$ cat src/rtl/fir_filter_param.sv
// Purpose: serial multiply-accumulate FIR filter with run-time writable coefficients.
// Latency: out_valid rises in the cycle after the (TAPS+1)th edge following acceptance; one sample per TAPS+2 cycles.
// Backpressure: in_ready is high only in IDLE; in_valid outside IDLE is ignored. FIR_SAT_OUT_EN selects saturating output.
module fir_filter_param #(
    parameter int DATA_W    = 16,
    parameter int COEF_W    = 8,
    parameter int TAPS      = 8,
    parameter int OUT_SHIFT = 8
) (
    input  logic                       clock,
    input  logic                       reset_n,
    input  logic                       in_valid,
    output logic                       in_ready,
    input  logic signed [DATA_W-1:0]   data_in,
    output logic                       out_valid,
    output logic signed [DATA_W-1:0]   data_out,
    input  logic                       coef_we,
    input  logic [$clog2(TAPS)-1:0]    coef_addr,
    input  logic signed [COEF_W-1:0]   coef_wdata
);

    localparam int AW     = $clog2(TAPS);
    localparam int PROD_W = DATA_W + COEF_W;
    // Headroom of clog2(TAPS) bits lets TAPS full-scale products sum without wrap.
    localparam int ACC_W  = PROD_W + AW;

    typedef enum logic [1:0] {S_IDLE, S_RUN, S_DONE} state_t;

    state_t                    r_state;
    state_t                    w_state_nxt;
    logic signed [DATA_W-1:0]  r_tap  [TAPS];
    logic signed [COEF_W-1:0]  r_coef [TAPS];
    logic signed [ACC_W-1:0]   r_acc;
    logic [AW-1:0]             r_cnt;
    logic                      r_out_valid;
    logic signed [DATA_W-1:0]  r_data_out;

    logic                      w_idle;
    logic                      w_run;
    logic                      w_done;
    logic                      w_accept;
    logic                      w_coef_wr;
    logic signed [PROD_W-1:0]  w_prod;
    logic signed [ACC_W-1:0]   w_prod_ext;
    logic signed [ACC_W-1:0]   w_shift;
    logic signed [DATA_W-1:0]  w_out;

    // State register; reset aborts any computation in flight.
    always_ff @(posedge clock or negedge reset_n) begin
        if (!reset_n) begin
            r_state <= S_IDLE;
        end else begin
            r_state <= w_state_nxt;
        end
    end

    // Next-state: IDLE -> RUN on a valid sample, RUN for TAPS edges, DONE for one edge.
    always_comb begin
        w_state_nxt = r_state;
        case (r_state)
            S_IDLE:  if (in_valid)     w_state_nxt = S_RUN;
            S_RUN:   if (r_cnt == '0)  w_state_nxt = S_DONE;
            S_DONE:                    w_state_nxt = S_IDLE;
            default:                   w_state_nxt = S_IDLE;
        endcase
    end

    // State decode used by the datapath and the handshake.
    always_comb begin
        w_idle = (r_state == S_IDLE);
        w_run  = (r_state == S_RUN);
        w_done = (r_state == S_DONE);
    end

    assign in_ready  = w_idle;
    assign w_accept  = in_valid && w_idle;
    // Writes land only while idle; out-of-range addresses (non-power-of-two TAPS) are dropped.
    assign w_coef_wr = coef_we && w_idle && (32'(coef_addr) < TAPS);

    // Delay line shifts only on an accepted sample.
    always_ff @(posedge clock or negedge reset_n) begin
        if (!reset_n) begin
            for (int i = 0; i < TAPS; i++) r_tap[i] <= '0;
        end else if (w_accept) begin
            r_tap[0] <= data_in;
            for (int i = 1; i < TAPS; i++) r_tap[i] <= r_tap[i-1];
        end
    end

    // Coefficient bank; a write on the acceptance edge is visible to the RUN it starts.
    always_ff @(posedge clock or negedge reset_n) begin
        if (!reset_n) begin
            for (int i = 0; i < TAPS; i++) r_coef[i] <= '0;
        end else if (w_coef_wr) begin
            r_coef[coef_addr] <= coef_wdata;
        end
    end

    // Full-precision signed product of the tap currently addressed by the counter.
    assign w_prod     = PROD_W'(r_tap[r_cnt]) * PROD_W'(r_coef[r_cnt]);
    assign w_prod_ext = ACC_W'(w_prod);

    // Accumulator and tap counter: cleared on acceptance, walk TAPS-1 down to 0 in RUN.
    always_ff @(posedge clock or negedge reset_n) begin
        if (!reset_n) begin
            r_acc <= '0;
            r_cnt <= '0;
        end else if (w_accept) begin
            r_acc <= '0;
            r_cnt <= AW'(TAPS - 1);
        end else if (w_run) begin
            r_acc <= r_acc + w_prod_ext;
            r_cnt <= r_cnt - AW'(1);
        end
    end

    assign w_shift = r_acc >>> OUT_SHIFT;

`ifdef FIR_SAT_OUT_EN
    logic [ACC_W-DATA_W:0] w_hi;
    // Clamp when the bits above the output sign bit are not a pure sign extension.
    always_comb begin
        w_hi  = w_shift[ACC_W-1:DATA_W-1];
        w_out = w_shift[DATA_W-1:0];
        if (!((&w_hi) || !(|w_hi))) begin
            w_out = w_shift[ACC_W-1] ? {1'b1, {(DATA_W-1){1'b0}}}
                                     : {1'b0, {(DATA_W-1){1'b1}}};
        end
    end
`else
    // Truncating wrap: keep the low DATA_W bits of the shifted accumulator.
    assign w_out = w_shift[DATA_W-1:0];
`endif

    // Output register: one-cycle valid pulse, data held until the next result.
    always_ff @(posedge clock or negedge reset_n) begin
        if (!reset_n) begin
            r_out_valid <= 1'b0;
            r_data_out  <= '0;
        end else begin
            r_out_valid <= w_done;
            if (w_done) r_data_out <= w_out;
        end
    end

    assign out_valid = r_out_valid;
    assign data_out  = r_data_out;

endmodule

$ cat config.mk
export PLATFORM = sky130hd
export DESIGN_NAME = fir_filter_param
export DESIGN_NICKNAME = d
export VERILOG_FILES = /design/src/rtl/fir_filter_param.sv
export SDC_FILE = /design/constraint.sdc
export NUM_CORES = 1
export LEC_CHECK = 0
export BUFFER_PORTS_ARGS = -buffer_cell sky130_fd_sc_hd__clkbuf_2
export CAP_MARGIN = 30
export CORE_ASPECT_RATIO = 0.75
export CORE_UTILIZATION = 57
export CTS_BUF_LIST = sky130_fd_sc_hd__clkbuf_4 sky130_fd_sc_hd__clkbuf_8 sky130_fd_sc_hd__clkbuf_16
export DETAILED_ROUTE_END_ITERATION = 6
export PLACE_DENSITY = 0.77
export SLEW_MARGIN = 20
export SYNTH_ARGS = -nofsm -noshare
export SYNTH_HDL_FRONTEND = slang
export SYNTH_SLANG_ARGS = --single-unit
$ cat constraint.sdc
create_clock -name clock -period 6.7 [get_ports clock]
set_input_delay 0.67 -clock clock [delete_from_list [all_inputs] [get_ports clock]]
set_output_delay 0.67 -clock clock [all_outputs]
set_load 0.05 [all_outputs]
==> summary.txt <==
top post-synthesis cells by area: dfrtp_1, fa_1, nand2_1
Mean Syn Cell Area: 10.6 um^2
port bufs: 48
setup TNS: 0 ps
TritonCTS buffer count: 24
H-tree levels: 1
final slew viol count: 0
Routed Antenna Nets: 0
GR Layer Usage met1: 38.5%
initial antenna violation count: 0
cell accounting for the most synthesized area: dfrtp_1
final net count: 1715
Starting Density: 58.5%
global routing usage on met3: 4.34%
Total GRT Usage: 26.3%
Die Footprint: 0.0276 mm^2
Fin. Hold Viols: 0
Simple-Gate Fraction of Synth Area: 16.4%
TritonCTS clock tree: done
Final setup viols: 0
largest family of logic cells by synthesized area: adder cells
Synth Area in Compound Gates: 3.73%
Final min period: 6440 ps
drt pass-1 iters: 6
Max-slew headroom: 40.7%
Worst Setup Start Kind: register
CTS Buffer Depth: 3
max-cap violation count: 0
WHS: 119 ps
Post-synth EDFFs: 0
Post-Synthesis Cells: 1450
M2 GR Usage: 41.1%
asr flop ratio synth: 100%
GR Overflow Total: 0
dpl hpwl: 23400 um
Syn Nets: 1663
Core Box Area: 0.0262 mm^2
sequential element share of the synthesized area: 38.8%
crit path max fanout: 16
WL per Instance: 17.9 um
critical path class: register to register
top post-synthesis cells by count: nand2_1, dfrtp_1, fa_1
Die Ht: 144 um
layout cell share with drive strength beyond 1: 17.5%
non-filler cells in the finished layout: 1863
Synth top area share: 38.8%
GP Congestion: 0.929
Cell Area, Synth: 0.0154 mm^2
Util after Layout: 65.2%
Synth Area in XOR/XNOR: 1.14%
top-count cell post-synth: nand2_1
CP Data Arrival Time: 6840 ps
DRT Wirelength: 33300 um
Post-synth top flop: dfrtp_1
Worst-Skew Late Latency: 540 ps
count of cell types in the netlist: 58
clk root buf: clkbuf_16
DRC viols: 0
Clock Sinks: 238
Via density: 5.65
# rows: 51
#FFs+latches synth: 238
Tcrit/Tclk final: 96.1%
I/O pins: 49
vias in the first global route: 11.0k
fmax: 155 MHz
final clock skew: 23.5 ps
Area growth, synth to finish: 11.4%
Worst-Margin Slew: 889 ps
mux contribution to synthesized area: 14.6%
first-pass GRT wire length: 56800 um
largest net degree at the start of global routing: 84
synthesized-area fraction occupied by adder cells: 21.0%
status: finished clean
placed cell count: 1812
Worst Hold Class: input port to asynchronous set/reset pin
die width: 192 um
GRT busiest layer: met2
clock slew at reported path FFs: 60 ps
Req. time, crit path: 7100 ps
# diodes: 0
CP endpoint kind: register
Synth warnings: 0
DR vias: 10.5k
detailed router's first-iteration violation count: 926
-- per-stage QoR --
step	setup slack, ps	instance area, um^2
6_report	261	17100
2_1_floorplan	424	15400
5_1_grt	-0.695	17100
3_5_place_dp	182	16100
3_3_place_gp	262	16100
4_1_cts	158	17000
-- per-layer routing --
layer	vias to the layer above	part of all wire (%)
li1	4785	-
met1	5376	45
met2	309	47
met3	54	6.1
met4	0	2.4
met5	-	0
-- timing repair --
item                                    CTS  global route
gates resized for setup                   0             2
setup buffers                             0             5
endpoints found under the setup margin    0             5
hold buffers                              0             0
-- sequential cells by signal (all words and copies together), names as in the netlist --
| name | count |
|---|---|
| r_coef | 64 |
| r_acc | 24 |
| data_out | 16 |
| out_valid | 1 |
| r_state | 2 |
| r_tap | 128 |
| r_cnt | 3 |
-- final timing paths --
| check | start | end | slack, ps | cells after the start |
|---|---|---|---|---|
| setup / recovery | r_cnt[0] | r_acc[22] | 260 | 18 |
| hold / removal | reset_n | r_tap[122] | 120 | 1 |
| setup reg to reg | r_cnt[0] | r_acc[22] | 260 | 18 |
| hold reg to reg | r_tap[15] | r_tap[15] | 470 | 2 |
| max in group asynchronous | reset_n | r_cnt[0] | 5310 | 3 |
| min in group clock | data_in[14] | r_tap[126] | 330 | 3 |
-- cells in the final DEF (no fill, tap or decap), drive strengths merged, types with 3 or more instances in the layout --
cell type | synthesis | final
clkbuf | 45 | 84
buf | 19 | 43
bufinv | 0 | 4
a21oi | 14 | 14
nor2b | 24 | 24
and3 | 8 | 8
mux2 | 77 | 77
o21a | 4 | 4
nand2b | 24 | 24
xnor2 | 16 | 16
nand3 | 11 | 11
dfrtp | 238 | 238
mux4 | 48 | 48
xor2 | 4 | 4
o31ai | 8 | 8
ha | 55 | 55
fa | 127 | 127
and2 | 4 | 4
or2 | 5 | 5
nor2 | 86 | 86
nor3 | 4 | 4
mux2i | 23 | 23
nand2 | 437 | 437
inv | 104 | 104
o211ai | 3 | 3
o21ai | 35 | 35
-- cell families (layout without fill, tap and decap cells) --
family | Yosys count | after routing
and+or+nand+nor | 612 | 612
DFF | 238 | 238
adders and majority gates | 182 | 182
buffers and inverters | 168 | 237
muxes | 148 | 148
AOI/OAI and AO/OA | 82 | 82
xor gates and xnor gates | 20 | 20
-- critical path, stage by stage (launching register included) --
cell and delay, ps:
dfrtp_4 540, buf_4 220, mux4_2 500, mux2_2 450
nand2_1 150, fa_1 410, inv_1 80, fa_1 440
fa_1 590, fa_1 450, fa_1 490, ha_1 370
o21a_1 200, o31a_1 160, o211ai_1 330, a31oi_2 190
o41ai_1 440, or4b_1 190, nand4_1 80
-- area by class of cell --
class	instances	area (um^2)
clock buffer	37	766
sequential	238	5960
timing repair buffer	90	673
inverter	104	390
multi-input combinational	1044	8750
tap	344	430
clock inverter	6	134
fill	1931	9120
Power is left out: the tool's default activity adds up to more than one toggle a clock period on the data nets, which glitch-free logic cannot reach.
